$ cat config.mk
export PLATFORM = sky130hd
export DESIGN_NAME = scroll_pattern_controller
export DESIGN_NICKNAME = d
export VERILOG_FILES = /design/src/rtl/scroll_pattern_controller.sv
export SDC_FILE = /design/constraint.sdc
export NUM_CORES = 1
export LEC_CHECK = 0
export BUFFER_PORTS_ARGS = -buffer_cell sky130_fd_sc_hd__clkbuf_2
export CAP_MARGIN = 0
export CELL_PAD_IN_SITES_DETAIL_PLACEMENT = 0
export CELL_PAD_IN_SITES_GLOBAL_PLACEMENT = 2
export CORE_MARGIN = 5
export CORE_UTILIZATION = 42
export DETAILED_ROUTE_END_ITERATION = 7
export GPL_TIMING_DRIVEN = 0
export PLACE_DENSITY_LB_ADDON = 0.3
export SYNTH_ARGS = -nofsm -noshare
export SYNTH_HDL_FRONTEND = slang
export SYNTH_SLANG_ARGS = --single-unit
export TNS_END_PERCENT = 50
$ cat constraint.sdc
create_clock -name clk -period 6.9 [get_ports clk]
set_clock_uncertainty 0.15 [all_clocks]
set_input_delay 1.38 -clock clk [delete_from_list [all_inputs] [get_ports clk]]
set_output_delay 1.38 -clock clk [all_outputs]
set_load 0.01 [all_outputs]
$ cat src/rtl/scroll_pattern_controller.sv
// Pattern buffer owner: loads column bytes, scrolls a read pointer, exposes the rotated window.
// Optional SCROLL_BOUNCE_EN: pointer ping-pongs between 0 and SIZE-1 instead of wrapping.
module scroll_pattern_controller #(
  parameter int WIDTH = 8,
  parameter int SIZE  = 16,
  parameter int DIV_W = 16
) (
  input  logic                     clk,
  input  logic                     rst,
  input  logic                     load_start,
  input  logic                     wr_valid,
  input  logic [WIDTH-1:0]         wr_data,
  output logic                     wr_ready,
  input  logic                     run,
  input  logic                     dir,
  input  logic                     step,
  input  logic [DIV_W-1:0]         rate,
  output logic [WIDTH*SIZE-1:0]    reg_out,
  output logic [$clog2(SIZE)-1:0]  ptr,
  output logic                     busy,
  output logic                     wrap
);

  localparam int PW = $clog2(SIZE);
  localparam logic S_IDLE = 1'b0;
  localparam logic S_LOAD = 1'b1;
  localparam logic [PW-1:0] LAST = PW'(SIZE - 1);

  logic             state_q, state_d;
  logic [PW-1:0]    ptr_q, ptr_d;
  logic [PW-1:0]    idx_q, idx_d;
  logic [DIV_W-1:0] cnt_q, cnt_d;
  logic             wrap_q, wrap_d;
  logic             we, adv;
  logic [WIDTH-1:0] buf_q [SIZE];
`ifdef SCROLL_BOUNCE_EN
  logic             dir_q, dir_d;
`endif

  // Power-up image: a centred peak that scrolls across an otherwise blank display.
  function automatic logic [WIDTH-1:0] init_col(input int i);
    logic [7:0] v;
    case (i)
      4, 11:   v = 8'h10;
      5, 10:   v = 8'h20;
      6, 9:    v = 8'h40;
      7, 8:    v = 8'hFF;
      default: v = 8'h00;
    endcase
    return WIDTH'(v);
  endfunction

  always_comb begin
    state_d = state_q;
    ptr_d   = ptr_q;
    idx_d   = idx_q;
    cnt_d   = cnt_q;
    wrap_d  = 1'b0;
    we      = 1'b0;
    adv     = 1'b0;
`ifdef SCROLL_BOUNCE_EN
    dir_d   = dir_q;
`endif
    if (state_q == S_LOAD) begin
      if (load_start) begin
        idx_d = '0;
      end else if (wr_valid) begin
        we    = 1'b1;
        idx_d = idx_q + PW'(1);
        if (idx_q == LAST) state_d = S_IDLE;
      end
    end else begin
      if (load_start) begin
        state_d = S_LOAD;
        ptr_d   = '0;
        cnt_d   = '0;
        idx_d   = '0;
`ifdef SCROLL_BOUNCE_EN
        dir_d   = 1'b0;
`endif
      end else if (run) begin
        // >= rather than == so a rate lowered below cnt fires on the next cycle
        if (cnt_q >= rate) begin
          cnt_d = '0;
          adv   = 1'b1;
        end else begin
          cnt_d = cnt_q + DIV_W'(1);
        end
      end else begin
        cnt_d = '0;
        adv   = step;
      end
    end
    if (adv) begin
`ifdef SCROLL_BOUNCE_EN
      ptr_d = dir_q ? ptr_q - PW'(1) : ptr_q + PW'(1);
      if ((!dir_q && ptr_d == LAST) || (dir_q && ptr_d == '0)) begin
        wrap_d = 1'b1;
        dir_d  = ~dir_q;
      end
`else
      ptr_d  = dir ? ptr_q - PW'(1) : ptr_q + PW'(1);
      wrap_d = dir ? (ptr_q == '0) : (ptr_q == LAST);
`endif
    end
  end

  always_ff @(posedge clk or posedge rst) begin
    if (rst) begin
      state_q <= S_IDLE;
      ptr_q   <= '0;
      idx_q   <= '0;
      cnt_q   <= '0;
      wrap_q  <= 1'b0;
`ifdef SCROLL_BOUNCE_EN
      dir_q   <= 1'b0;
`endif
    end else begin
      state_q <= state_d;
      ptr_q   <= ptr_d;
      idx_q   <= idx_d;
      cnt_q   <= cnt_d;
      wrap_q  <= wrap_d;
`ifdef SCROLL_BOUNCE_EN
      dir_q   <= dir_d;
`endif
    end
  end

  always_ff @(posedge clk or posedge rst) begin
    if (rst) begin
      for (int i = 0; i < SIZE; i++) buf_q[i] <= init_col(i);
    end else if (we) begin
      buf_q[idx_q] <= wr_data;
    end
  end

  // SIZE is a power of two, so PW-bit addition is the modulo rotation.
  for (genvar g = 0; g < SIZE; g++) begin : g_col
    assign reg_out[WIDTH*g +: WIDTH] = buf_q[ptr_q + PW'(g)];
  end

  assign wr_ready = (state_q == S_LOAD);
  assign busy     = (state_q == S_LOAD);
  assign ptr      = ptr_q;
  assign wrap     = wrap_q;

endmodule

==> impl_metrics.tcl <==
set metrics [dict create \
    firstDrtPassIters 7 \
    synth_seq_area_share 0.305 \
    die_w_microns 184 \
    setup_tns_ns 0 \
    grt_pass1_wl_microns 63900 \
    clockPowerShare 0.302 \
    wl_microns 43500 \
    finalSetupViolCount 0 \
    rows 63 \
    die_y_microns 184 \
    netlist_area_sq_um 12700 \
    cp.arrival_ns 4.92 \
    ys_seq_elements 154 \
    cts_inserted_buffers 17 \
    status "finished clean" \
    fin_util 0.492 \
    dp.cells 1452 \
    start_util 0.427 \
    startpoint_type "flip-flop" \
    coreArea_sq_um 29800 \
    antenna_found_initial 0 \
    synth.avg_cell_area_sq_um 14.2 \
    async_flop_share 1.00 \
    max_cap_violations 0 \
    fin_cells 1484 \
    vdd_ir_drop_max_mv 0.169 \
    post-route-period-util 0.935 \
    power_per_cell_area_nw_per_um2 204 \
    yosysUniqueCellTypes 40 \
    antenna_cells 0 \
    power_frac_comb 0.343 \
    nNetsFinal 1143 \
    cts.clk_slew.worst_paths_ns 0.08 \
    clk_latency_ns 0.44 \
    crit_path_end_kind "primary output" \
    clock_path_buffers 2 \
    die_area_sq_um 33900 \
    fill_cells 2670 \
    max_freq_ghz 0.155 \
    cts_sinks 154 \
    reg2reg_from "ptr[0]" \
    grt_max_degree 82 \
    htree_num_levels 4 \
    power.total_uw 3000 \
    pin_count 166 \
    worstHoldStart "cnt_q[12]" \
    final_hold_viol_count 0 \
    grt_remaining_overflow 0 \
    tightestPinTransition_ns 1.40 \
    portBuffers 164 \
    area_delta_synth_final_pct 15.3 \
    drv_slew 0 \
    synth_cells 896 \
    wl_per_cell_microns 29.3 \
    switching_share 0.358 \
    gp_congestion 0.879 \
    hold_path.class "reg -> reg" \
    cts-root-buf "clkbuf_16" \
    ant_nets 0 \
    drcViolationCount 0 \
    timing.final.crit_period_ns 6.45 \
    worst-path-max-fanout 10 \
    num_vias 9716 \
    internal-power_uw 1920 \
    avgViaCountPerCell 6.55 \
    leakagePower_uw 0.00661 \
    synth_ff_type "dfrtp_1" \
    worstSetupPathType "reg -> out" \
    synth_edf_count 0 \
    slew_headroom 0.0620 \
    syn_nets 958 \
    final_common_cell "mux4_2" \
    drt_iter0_markers 929 \
    tritoncts "done" \
    yosys_warnings 0 \
    critical_path_required_ns 5.37 \
    p_sw_uw 1070 \
    power_frac_seq 0.354 \
    dpl.hpwl_microns 33600 \
    layout-drive-gt1-share 0.544 \
    layout_common_cells "mux4_2 (192), clkbuf_2 (170), dfrtp_1 (132)" \
    grtUsageTotal 0.256 \
    grt_pass1_vias 9574 \
    rsz0062_at_grt "no" \
    startpoint "ptr[0]" \
]
## routing by layer
metal / wire length, microns / GRT usage / vias to the layer above
li1: - / - / 3989
met1: 17400 / 0.353 / 5124
met2: 20900 / 0.405 / 532
met3: 4180 / 0.0716 / 71
met4: 1060 / 0.0665 / 0
met5: 0 / 0 / -
## worst paths after layout
check / cells after the start / end / slack, ns
max in group asynchronous: 3 / buf_q[36] / 4.92
setup / recovery: 12 / reg_out[59] / 0.45
hold reg to reg: 1 / cnt_q[12] / 0.40
min in group asynchronous: 2 / buf_q[119] / 0.83
setup reg to reg: 10 / ptr[1] / 2.97
hold / removal: 1 / cnt_q[12] / 0.40
## cells by family (layout without fill, tap and decap cells)
| logic type | Yosys count | count (layout) | synth area share |
|---|---|---|---|
| muxes | 451 | 451 | 0.557 |
| DFF | 154 | 154 | 0.305 |
| buffers and inverters | 98 | 296 | 0.0340 |
| and+or+nand+nor | 96 | 96 | 0.0384 |
| AOI/OAI and AO/OA | 48 | 48 | 0.0228 |
| adders and majority gates | 31 | 31 | 0.0305 |
| xor gates and xnor gates | 18 | 18 | 0.0124 |
## final cells by class
type	count	area, sq um	share of cell area
buffer	68	328	0.0224
clock buffer	18	429	0.0293
clock inverter	14	125	0.00853
inverter	30	120	0.00819
multi-input combinational	644	8430	0.575
sequential	154	3880	0.265
tap	390	488	0.0333
timing repair buffer	166	860	0.0586
## critical path, cell delays in order, from the launching register on
cell and delay (ns):
dfrtp_1 0.38, buf_2 0.23, buf_2 0.34, buf_2 0.39, buf_2 0.42, inv_1 0.15, ha_1 0.36, clkbuf_1 0.57
clkbuf_2 0.56, mux4_2 0.44, mux2i_1 0.31, mux2i_1 0.16, clkbuf_2 0.18
## state kept, by name, indices dropped and copies added (netlist names)
register  cells
buf_q       128
busy          1
cnt_q        16
idx_q         4
ptr           4
wrap          1
## timing repair
action,in CTS,in global routing
hold buffers,0,0
buffers inserted,0,0
gates resized for setup,2,7
cloned,0,0
endpoints found under the setup margin,12,54
## power by group through the flow
stage / Sequential, uW / Combinational [uW] / Clock [uW]
after detailed placement: 1070 / 1020 / 0
after global routing: 1070 / 1090 / 955
final: 1060 / 1030 / 906
after floorplan: 1040 / 693 / 0
after global placement: 1070 / 1010 / 0
after CTS: 1060 / 1030 / 922
## Yosys cell counts (2+ instances only)
master | number | share of area
nand3_1 | 15 | 0.0059
nand4_1 | 3 | 0.0015
a31oi_1 | 5 | 0.0025
dfstp_2 | 22 | 0.045
or3_1 | 6 | 0.0030
a211o_1 | 2 | 0.0014
buf_4 | 8 | 0.0047
xnor2_1 | 11 | 0.0076
xor2_1 | 7 | 0.0048
mux2_2 | 129 | 0.11
o2bb2ai_1 | 2 | 0.0014
a21o_1 | 2 | 0.0012
ha_1 | 31 | 0.031
nand2b_1 | 6 | 0.0030
nand2_1 | 28 | 0.0083
inv_1 | 30 | 0.0089
dfrtp_1 | 132 | 0.26
buf_2 | 22 | 0.0087
mux2i_1 | 130 | 0.10
nor2_2 | 12 | 0.0059
and3_1 | 7 | 0.0034
o21ai_0 | 13 | 0.0051
mux4_2 | 192 | 0.34
clkbuf_1 | 27 | 0.0080
a21oi_1 | 17 | 0.0067
nor2_1 | 13 | 0.0038
and4_1 | 2 | 0.0014
buf_1 | 10 | 0.0030
## per-stage QoR
stage | worst slack, ns | hold WS (ns) | instance area [sq um]
6_report | 0.448 | 0.396 | 14700
5_1_grt | 0.214 | 0.432 | 14700
4_1_cts | 0.0929 | 0.404 | 14700
3_5_place_dp | 0.407 | 0.391 | 14100
3_3_place_gp | -0.790 | 0.390 | 14000
2_1_floorplan | 1.26 | 0.337 | 12700
(Power assumes the default switching activity.)
